<file path="src/rtl/uart_tx_ctrl.sv">
// UART transmit controller: start bit, LSB-first data, optional even parity, one stop bit.
// Bit timing comes from an external bit timer; define UART_TX_PARITY_EN to add the parity bit.
module uart_tx_ctrl #(
    parameter int DATA_BITS = 8
) (
    input  logic                 clk,
    input  logic                 reset,
    input  logic                 start,
    input  logic [DATA_BITS-1:0] din,
    input  logic                 tick,
    output logic                 tmr_reset,
    output logic                 tmr_enable,
    output logic                 tx,
    output logic                 busy,
    output logic                 done
);

    localparam int CNT_W = (DATA_BITS > 1) ? $clog2(DATA_BITS) : 1;
    localparam logic [CNT_W-1:0] LAST_BIT = CNT_W'(DATA_BITS - 1);

    typedef enum logic [2:0] {
        S_IDLE,
        S_START,
        S_DATA,
`ifdef UART_TX_PARITY_EN
        S_PARITY,
`endif
        S_STOP
    } state_t;

    state_t               state_q, state_d;
    logic [DATA_BITS-1:0] shift_q, shift_d, shift_nxt;
    logic [CNT_W-1:0]     cnt_q, cnt_d;
    logic                 tx_q, tx_d;
    logic                 busy_q, busy_d;
    logic                 done_q, done_d;
    logic                 tmr_reset_q, tmr_reset_d;
    logic                 tmr_enable_q, tmr_enable_d;
    logic                 advance;

`ifdef UART_TX_PARITY_EN
    logic parity_q, parity_d;

    function automatic logic even_parity(input logic [DATA_BITS-1:0] word);
        return ^word;
    endfunction
`endif

    // The timer is held in reset for one cycle after every advance, so a tick
    // still showing from the previous bit period can never count twice.
    assign advance   = tick && !tmr_reset_q;
    assign shift_nxt = shift_q >> 1;

    always_comb begin
        state_d      = state_q;
        shift_d      = shift_q;
        cnt_d        = cnt_q;
        tx_d         = tx_q;
        busy_d       = busy_q;
        done_d       = 1'b0;
        tmr_reset_d  = 1'b0;
        tmr_enable_d = tmr_enable_q;
`ifdef UART_TX_PARITY_EN
        parity_d     = parity_q;
`endif
        case (state_q)
            S_IDLE: begin
                tx_d         = 1'b1;
                busy_d       = 1'b0;
                tmr_reset_d  = 1'b1;
                tmr_enable_d = 1'b0;
                if (start) begin
                    state_d      = S_START;
                    shift_d      = din;
                    cnt_d        = '0;
                    tx_d         = 1'b0;
                    busy_d       = 1'b1;
                    tmr_enable_d = 1'b1;
`ifdef UART_TX_PARITY_EN
                    parity_d     = even_parity(din);
`endif
                end
            end
            S_START: begin
                if (advance) begin
                    state_d     = S_DATA;
                    tx_d        = shift_q[0];
                    cnt_d       = '0;
                    tmr_reset_d = 1'b1;
                end
            end
            S_DATA: begin
                if (advance) begin
                    tmr_reset_d = 1'b1;
                    if (cnt_q == LAST_BIT) begin
`ifdef UART_TX_PARITY_EN
                        state_d = S_PARITY;
                        tx_d    = parity_q;
`else
                        state_d = S_STOP;
                        tx_d    = 1'b1;
`endif
                    end else begin
                        shift_d = shift_nxt;
                        tx_d    = shift_nxt[0];
                        cnt_d   = cnt_q + CNT_W'(1);
                    end
                end
            end
`ifdef UART_TX_PARITY_EN
            S_PARITY: begin
                if (advance) begin
                    state_d     = S_STOP;
                    tx_d        = 1'b1;
                    tmr_reset_d = 1'b1;
                end
            end
`endif
            S_STOP: begin
                if (advance) begin
                    state_d      = S_IDLE;
                    tx_d         = 1'b1;
                    busy_d       = 1'b0;
                    done_d       = 1'b1;
                    tmr_reset_d  = 1'b1;
                    tmr_enable_d = 1'b0;
                end
            end
            default: begin
                state_d      = S_IDLE;
                tx_d         = 1'b1;
                busy_d       = 1'b0;
                tmr_reset_d  = 1'b1;
                tmr_enable_d = 1'b0;
            end
        endcase
    end

    always_ff @(posedge clk) begin
        if (reset) begin
            state_q      <= S_IDLE;
            shift_q      <= '0;
            cnt_q        <= '0;
            tx_q         <= 1'b1;
            busy_q       <= 1'b0;
            done_q       <= 1'b0;
            tmr_reset_q  <= 1'b1;
            tmr_enable_q <= 1'b0;
`ifdef UART_TX_PARITY_EN
            parity_q     <= 1'b0;
`endif
        end else begin
            state_q      <= state_d;
            shift_q      <= shift_d;
            cnt_q        <= cnt_d;
            tx_q         <= tx_d;
            busy_q       <= busy_d;
            done_q       <= done_d;
            tmr_reset_q  <= tmr_reset_d;
            tmr_enable_q <= tmr_enable_d;
`ifdef UART_TX_PARITY_EN
            parity_q     <= parity_d;
`endif
        end
    end

    assign tx         = tx_q;
    assign busy       = busy_q;
    assign done       = done_q;
    assign tmr_reset  = tmr_reset_q;
    assign tmr_enable = tmr_enable_q;

endmodule

</file>
<file path="config.mk">
export PLATFORM = sky130hd
export DESIGN_NAME = uart_tx_ctrl
export DESIGN_NICKNAME = d
export VERILOG_FILES = /design/src/rtl/uart_tx_ctrl.sv
export SDC_FILE = /design/constraint.sdc
export NUM_CORES = 1
export LEC_CHECK = 0
export ABC_AREA = 0
export CORE_UTILIZATION = 45
export CTS_BUF_LIST = sky130_fd_sc_hd__clkbuf_2 sky130_fd_sc_hd__clkbuf_4 sky130_fd_sc_hd__clkbuf_8
export CTS_CLUSTER_DIAMETER = 100
export DETAILED_ROUTE_END_ITERATION = 8
export PLACE_DENSITY = 0.69
export REMOVE_ABC_BUFFERS = 1
export SLEW_MARGIN = 0
export SYNTH_ARGS = -nofsm -noshare
export SYNTH_HDL_FRONTEND = slang
export SYNTH_SLANG_ARGS = --single-unit
</file>
<file path="constraint.sdc">
create_clock -name clk -period 2.9 [get_ports clk]
set_input_delay 0.435 -clock clk [delete_from_list [all_inputs] [get_ports clk]]
set_output_delay 0.435 -clock clk [all_outputs]
set_load 0.02 [all_outputs]
</file>
==> results.yml, run 1 <==
status:
  status: "completed"
clock_network:
  path_clk_slew_ns: 0.11
  clk_latency_ns: 0.29
  htreeDepth: 1
  clockBufferDepth: 2
  cts_hold_buf: 0
  post_cts_buffers: 0
  cts.sinks: 17
  cts-buffers-inserted: 3
  cts-resized-gates: 0
  root_buffer: "clkbuf_4"
  cts_tree: "yes"
synth:
  synthXorXnorAreaFrac: 0
  synthAdderAreaFrac: 0.107
  synthCells: 98
  synth_mux_area_frac: 0.107
  yosys_warnings: 0
  ys_seq_area_frac: 0.365
  netlist_area_sq_um: 932
  synth-seq-cells: 17
  synth-simple-area-share: 0.176
  synth_top_family_by_area: "compound AO/OA/AOI/OAI gates"
  synth-edff-count: 0
  synth_cell_types: 34
  synth_compound_area_frac: 0.195
  async_flop_share: 0
  synth_flop_cell: "dfxtp_1"
  syn-mean-instance-area_sq_um: 9.51
grt:
  grt_pass1_wl_mm: 2.67
  overflow: 0
  grt_max_degree: 19
  use_met2: 0.260
  antenna_found_initial: 0
  met3_usage: 0.0340
  use_met1: 0.232
  busiest_layer: "met2"
  grt_use_total: 0.167
  grt_pass1_vias: 596
final_layout:
  syn_to_final_growth_pct: 21.6
  most-common-layout-cells: "dfxtp_1 (17), clkdlybuf4s50_1 (16), nor2_1 (11)"
  final_common_cell: "dfxtp_1"
  layout.nets: 135
  drive_gt1_frac: 0.105
  diodes: 0
  fillerInstances: 202
critical_path:
  cp-end-kind: "register"
  start_kind: "register"
  crit_type: "reg -> reg"
  cp_max_fo: 15
  reg2reg_slack_ns: 0.73
  cp.required_ns: 3.10
  worstPathArrival_ns: 2.37
floorplan:
  chipWidth_um: 47.5
  ios: 17
  initial_utilization: 0.475
  rows: 16
  coreArea_sq_mm: 0.00196
  fp.dieArea_sq_mm: 0.00226
  die_h_um: 47.5
hold_path:
  hold_path_class: "reg -> reg"
route:
  first_pass_iters: 4
  viasPerCell: 5.22
  detail-route-antenna-nets: 0
  num_vias: 736
  avgRoutedWirePerCell_um: 12.1
  wirelength_mm: 1.71
  dr.first_iter.drc_count: 13
  drc: 0
timing:
  fmax_ghz: 0.460
  grt_setup_unrepaired: "false"
  period_share: 0.750
  hold_violations: 0
  finalSetupViolations: 0
  slew_violations: 0
  tightest_slew_ns: 0.655
  period_needed_ns: 2.17
  skew_ns: 0.0141
  relSlewSlack: 0.562
  setup_tns_ns: 0
power:
  p_clk_frac: 0.116
  vdd_drop_max_mv: 0.522
  p_per_area_mw_per_mm2: 967
  switchingPower_w: 0.000462
  leakage_nw: 0.445
  p_seq_frac: 0.347
  comb_power_share: 0.537
  power.internal_w: 0.000634
  switching_share: 0.422
  power_w: 0.00110
place:
  dp_hpwl_mm: 1.28
  port_buffers: 16
  place_congestion: 0.874
run:
  drv_cap: 0
[metrics by stage]
step,hold WS (ns),worst slack [ns],area (sq um),cells,utilization
2_1_floorplan,0.447,0.807,897,92,-
3_3_place_gp,0.465,0.563,1110,137,0.564
3_5_place_dp,0.487,0.525,1110,137,0.564
4_1_cts,0.501,0.698,1130,141,0.578
5_1_grt,0.527,0.578,1130,141,0.578
6_report,0.494,0.726,1130,141,0.578
[cell usage after synthesis, types with 2 or more instances]
cell type | count | area [sq um]
a21oi_1 | 6 | 30.0
mux2i_1 | 10 | 100
nor2b_1 | 2 | 12.5
a211oi_2 | 3 | 37.5
clkbuf_1 | 2 | 7.51
nor2_1 | 11 | 41.3
o21ai_0 | 5 | 25.0
nand4_1 | 2 | 12.5
nand2_1 | 2 | 7.51
inv_1 | 3 | 11.3
nor3_1 | 3 | 15.0
ha_1 | 8 | 100
dfxtp_1 | 17 | 340
a211oi_1 | 4 | 30.0
[cell type report]
class,instances,area [sq um],share of cell area
repair buffers,18,175,0.155
clock inverters,1,5.00,0.00442
multi-input cells,72,546,0.481
flip-flops and latches,17,340,0.300
inverters,3,11.3,0.00993
well taps,27,33.8,0.0298
clock buffers,3,22.5,0.0199
[sequential cells by signal, indices dropped and copies added (netlist names)]
signal	count
tmr_reset	1
cnt_q	3
shift_q	8
state_q	2
tx	1
done	1
tmr_enable	1
[layer usage]
metal,part of all wire,vias to the layer above
met5,0,-
met4,0.0059,0
met3,0.033,2
met2,0.44,16
met1,0.52,332
li1,-,386
[worst max-delay path, stage by stage (launching register included)]
cell      delay (ns)
dfxtp_1         0.33
ha_1            0.22
ha_1            0.22
or3b_4          0.40
a211oi_4        0.61
mux2i_1         0.26
nor2_1          0.05
[power groups by stage]
stage	Clock (W)	Sequential [W]	Combinational, W
final	0.000127	0.000381	0.000589
after global routing	0.000144	0.000391	0.000649
after CTS	0.000131	0.000381	0.000591
after detailed placement	0	0.000386	0.000587
after global placement	0	0.000382	0.000579
after floorplan	0	0.000398	0.000423
[cell families (layout without fill, tap and decap cells)]
| group | Yosys count | after routing |
|---|---|---|
| simple gates | 30 | 30 |
| compound gates | 24 | 24 |
| flops | 17 | 17 |
| mux | 10 | 10 |
| buf+inv | 9 | 25 |
| fa+ha+maj | 8 | 8 |
[worst paths after layout]
kind                 start    endpoint  cells past startpoint
setup / recovery  cnt_q[0]  shift_q[7]                      6
hold / removal    cnt_q[1]    cnt_q[1]                      2
setup reg to reg  cnt_q[0]  shift_q[7]                      6
hold reg to reg   cnt_q[1]    cnt_q[1]                      2
Power figures use the tool's default switching activity.
==> run 2: changes to the inputs <==
--- a/config.mk
+++ b/config.mk
@@ -10,7 +10,7 @@
 export CTS_BUF_LIST = sky130_fd_sc_hd__clkbuf_2 sky130_fd_sc_hd__clkbuf_4 sky130_fd_sc_hd__clkbuf_8
 export CTS_CLUSTER_DIAMETER = 100
 export DETAILED_ROUTE_END_ITERATION = 8
-export PLACE_DENSITY = 0.69
+export PLACE_DENSITY = 0.72
 export REMOVE_ABC_BUFFERS = 1
 export SLEW_MARGIN = 0
 export SYNTH_ARGS = -nofsm -noshare
==> constraint.sdc (replaced) <==
create_clock -name clk -period 1.8 [get_ports clk]
set_input_delay 0.27 -clock clk [delete_from_list [all_inputs] [get_ports clk]]
set_output_delay 0.27 -clock clk [all_outputs]
set_load 0.02 [all_outputs]
==> results.yml, run 2 (synthesis results as in run 1) <==
critical_path:
  cp_max_fo: 7
  crit_type: "reg -> reg"
  cp.required_ns: 1.99
  reg2reg_slack_ns: -0.04
  timing.rr.start: "cnt_q[1]"
  rr_worst_depth: 7
  worstPathArrival_ns: 2.02
  start_kind: "register"
  cp-end-kind: "register"
  r2r-end: "shift_q[7]"
grt:
  grt_use_total: 0.198
  grt_max_degree: 19
  antenna_found_initial: 0
  grt_pass1_vias: 691
  overflow: 0
  grt_pass1_wl_mm: 3.12
  busiest_layer: "met2"
  met3_usage: 0.0566
  use_met2: 0.321
  use_met1: 0.266
final_layout:
  layout.cells.non_filler: 153
  drive_gt1_frac: 0.254
  diodes: 0
  layout.nets: 147
  seq_area_sq_um: 345
  multiInputGateArea_sq_um: 583
  largest_register_ffs: 8
  top_regs: "shift_q: 8 flops, cnt_q: 3 flops, state_q: 2 flops"
  fillerInstances: 172
  syn_to_final_growth_pct: 38.1
  final_common_cell: "clkdlybuf4s50_1"
  stdcell_area_sq_mm: 0.00129
  most-common-layout-cells: "clkdlybuf4s50_1 (16), dfxtp_1 (13), mux2i_1 (10), nor2_1 (10), buf_4 (9)"
  max_flop_register: "shift_q"
timing:
  finalSetupViolations: 2
  period_needed_ns: 1.84
  slew_violations: 0
  relSlewSlack: 0.704
  grt_setup_unrepaired: "true"
  period_share: 1.02
  fmax_ghz: 0.545
  hold_violations: 0
  setup_tns_ns: -0.0548
  timing.final.ws_setup_ns: -0.0365
  skew_ns: 0.00273
  tightest_slew_ns: 0.433
route:
  num_vias: 796
  detail-route-antenna-nets: 0
  drc: 0
  dr.first_iter.drc_count: 6
  avgRoutedWirePerCell_um: 13.2
  wirelength_mm: 2.02
  first_pass_iters: 4
  viasPerCell: 5.20
floorplan:
  initial_utilization: 0.475
  rows: 16
  coreArea_sq_mm: 0.00196
  ios: 17
  fp.dieArea_sq_mm: 0.00226
  chipWidth_um: 47.5
  die_h_um: 47.5
clock_network:
  htreeDepth: 1
  cts-buffers-inserted: 3
  path_clk_slew_ns: 0.10
  clk_latency_ns: 0.29
  clockBufferDepth: 2
  cts_tree: "yes"
  cts_hold_buf: 0
  root_buffer: "clkbuf_4"
  cts.sinks: 17
hold_path:
  hold_depth: 2
  timing.hold.worst_endpoint: "shift_q[4]"
  hold_path_class: "reg -> reg"
  holdCritStartpoint: "shift_q[4]"
run:
  drv_cap: 0
power:
  leakage_nw: 0.509
  p_per_area_mw_per_mm2: 1650
  vdd_drop_max_mv: 1.24
place:
  port_buffers: 16
  dp_cells: 144
  place_congestion: 0.821
  dp_hpwl_mm: 1.42
  dpl_cell_area_sq_mm: 0.00117
status:
  violations: "setup timing"
  status: "finished with violations"
-- run 2: area by class of cell --
cell class              count  share of cell area
clock buffers               4              0.0233
inverters                   3             0.00875
multi-input cells          72               0.453
flip-flops and latches     17               0.268
well taps                  27              0.0262
repair buffers             30               0.221
-- run 2: repair_timing --
item                       CTS  global route
pin swaps                    8             6
gates cloned                 1             0
gates resized for setup      7            10
setup endpoints to repair    8             9
buffers inserted             6             0
-- run 2: how the worst max path moves through the flow --
stage                from          to  slack, ns  cells after the start
6_report         cnt_q[1]  shift_q[7]      -0.04                      7
3_5_place_dp         tick  shift_q[7]      -0.18                      6
4_1_cts          cnt_q[0]  shift_q[7]      -0.06                      8
2_1_floorplan  state_q[0]  shift_q[7]      -0.29                      6
5_1_grt          cnt_q[1]  shift_q[7]      -0.10                      7
3_3_place_gp         tick  shift_q[7]      -0.14                      6
-- run 2: routing by layer --
layer  wire length, um  part of all wire  vias to the layer above
met5                 0                 0                        -
met4                19            0.0094                        0
met3                68             0.034                        2
met2               957              0.47                       16
met1               977              0.48                      369
li1                  -                 -                      409
-- run 2: worst max-delay path, cell delays in order (launching register included) --
cell and delay, ns:
dfxtp_2 0.35, ha_4 0.17, ha_4 0.15, or3b_4 0.38
a211oi_4 0.29, buf_6 0.16, mux2i_1 0.17, nor2_1 0.06
-- run 2: where the power goes --
part	switching [W]	leakage, nW	total, W	internal, W
Sequential	0.000102	0.142	0.000626	0.000524
Combinational	0.000628	0.349	0.00128	0.000653
Clock	0.000120	0.0184	0.000221	0.000101
-- run 2: per-stage QoR --
stage	setup WS [ns]	total power [W]	hold WS, ns	util
floorplan	-0.293	0.00132	0.335	-
global placement	-0.142	0.00169	0.467	0.597
detailed placement	-0.177	0.00173	0.494	0.597
CTS	-0.0561	0.00221	0.499	0.663
global route	-0.102	0.00228	0.521	0.656
finish	-0.0365	0.00213	0.500	0.656
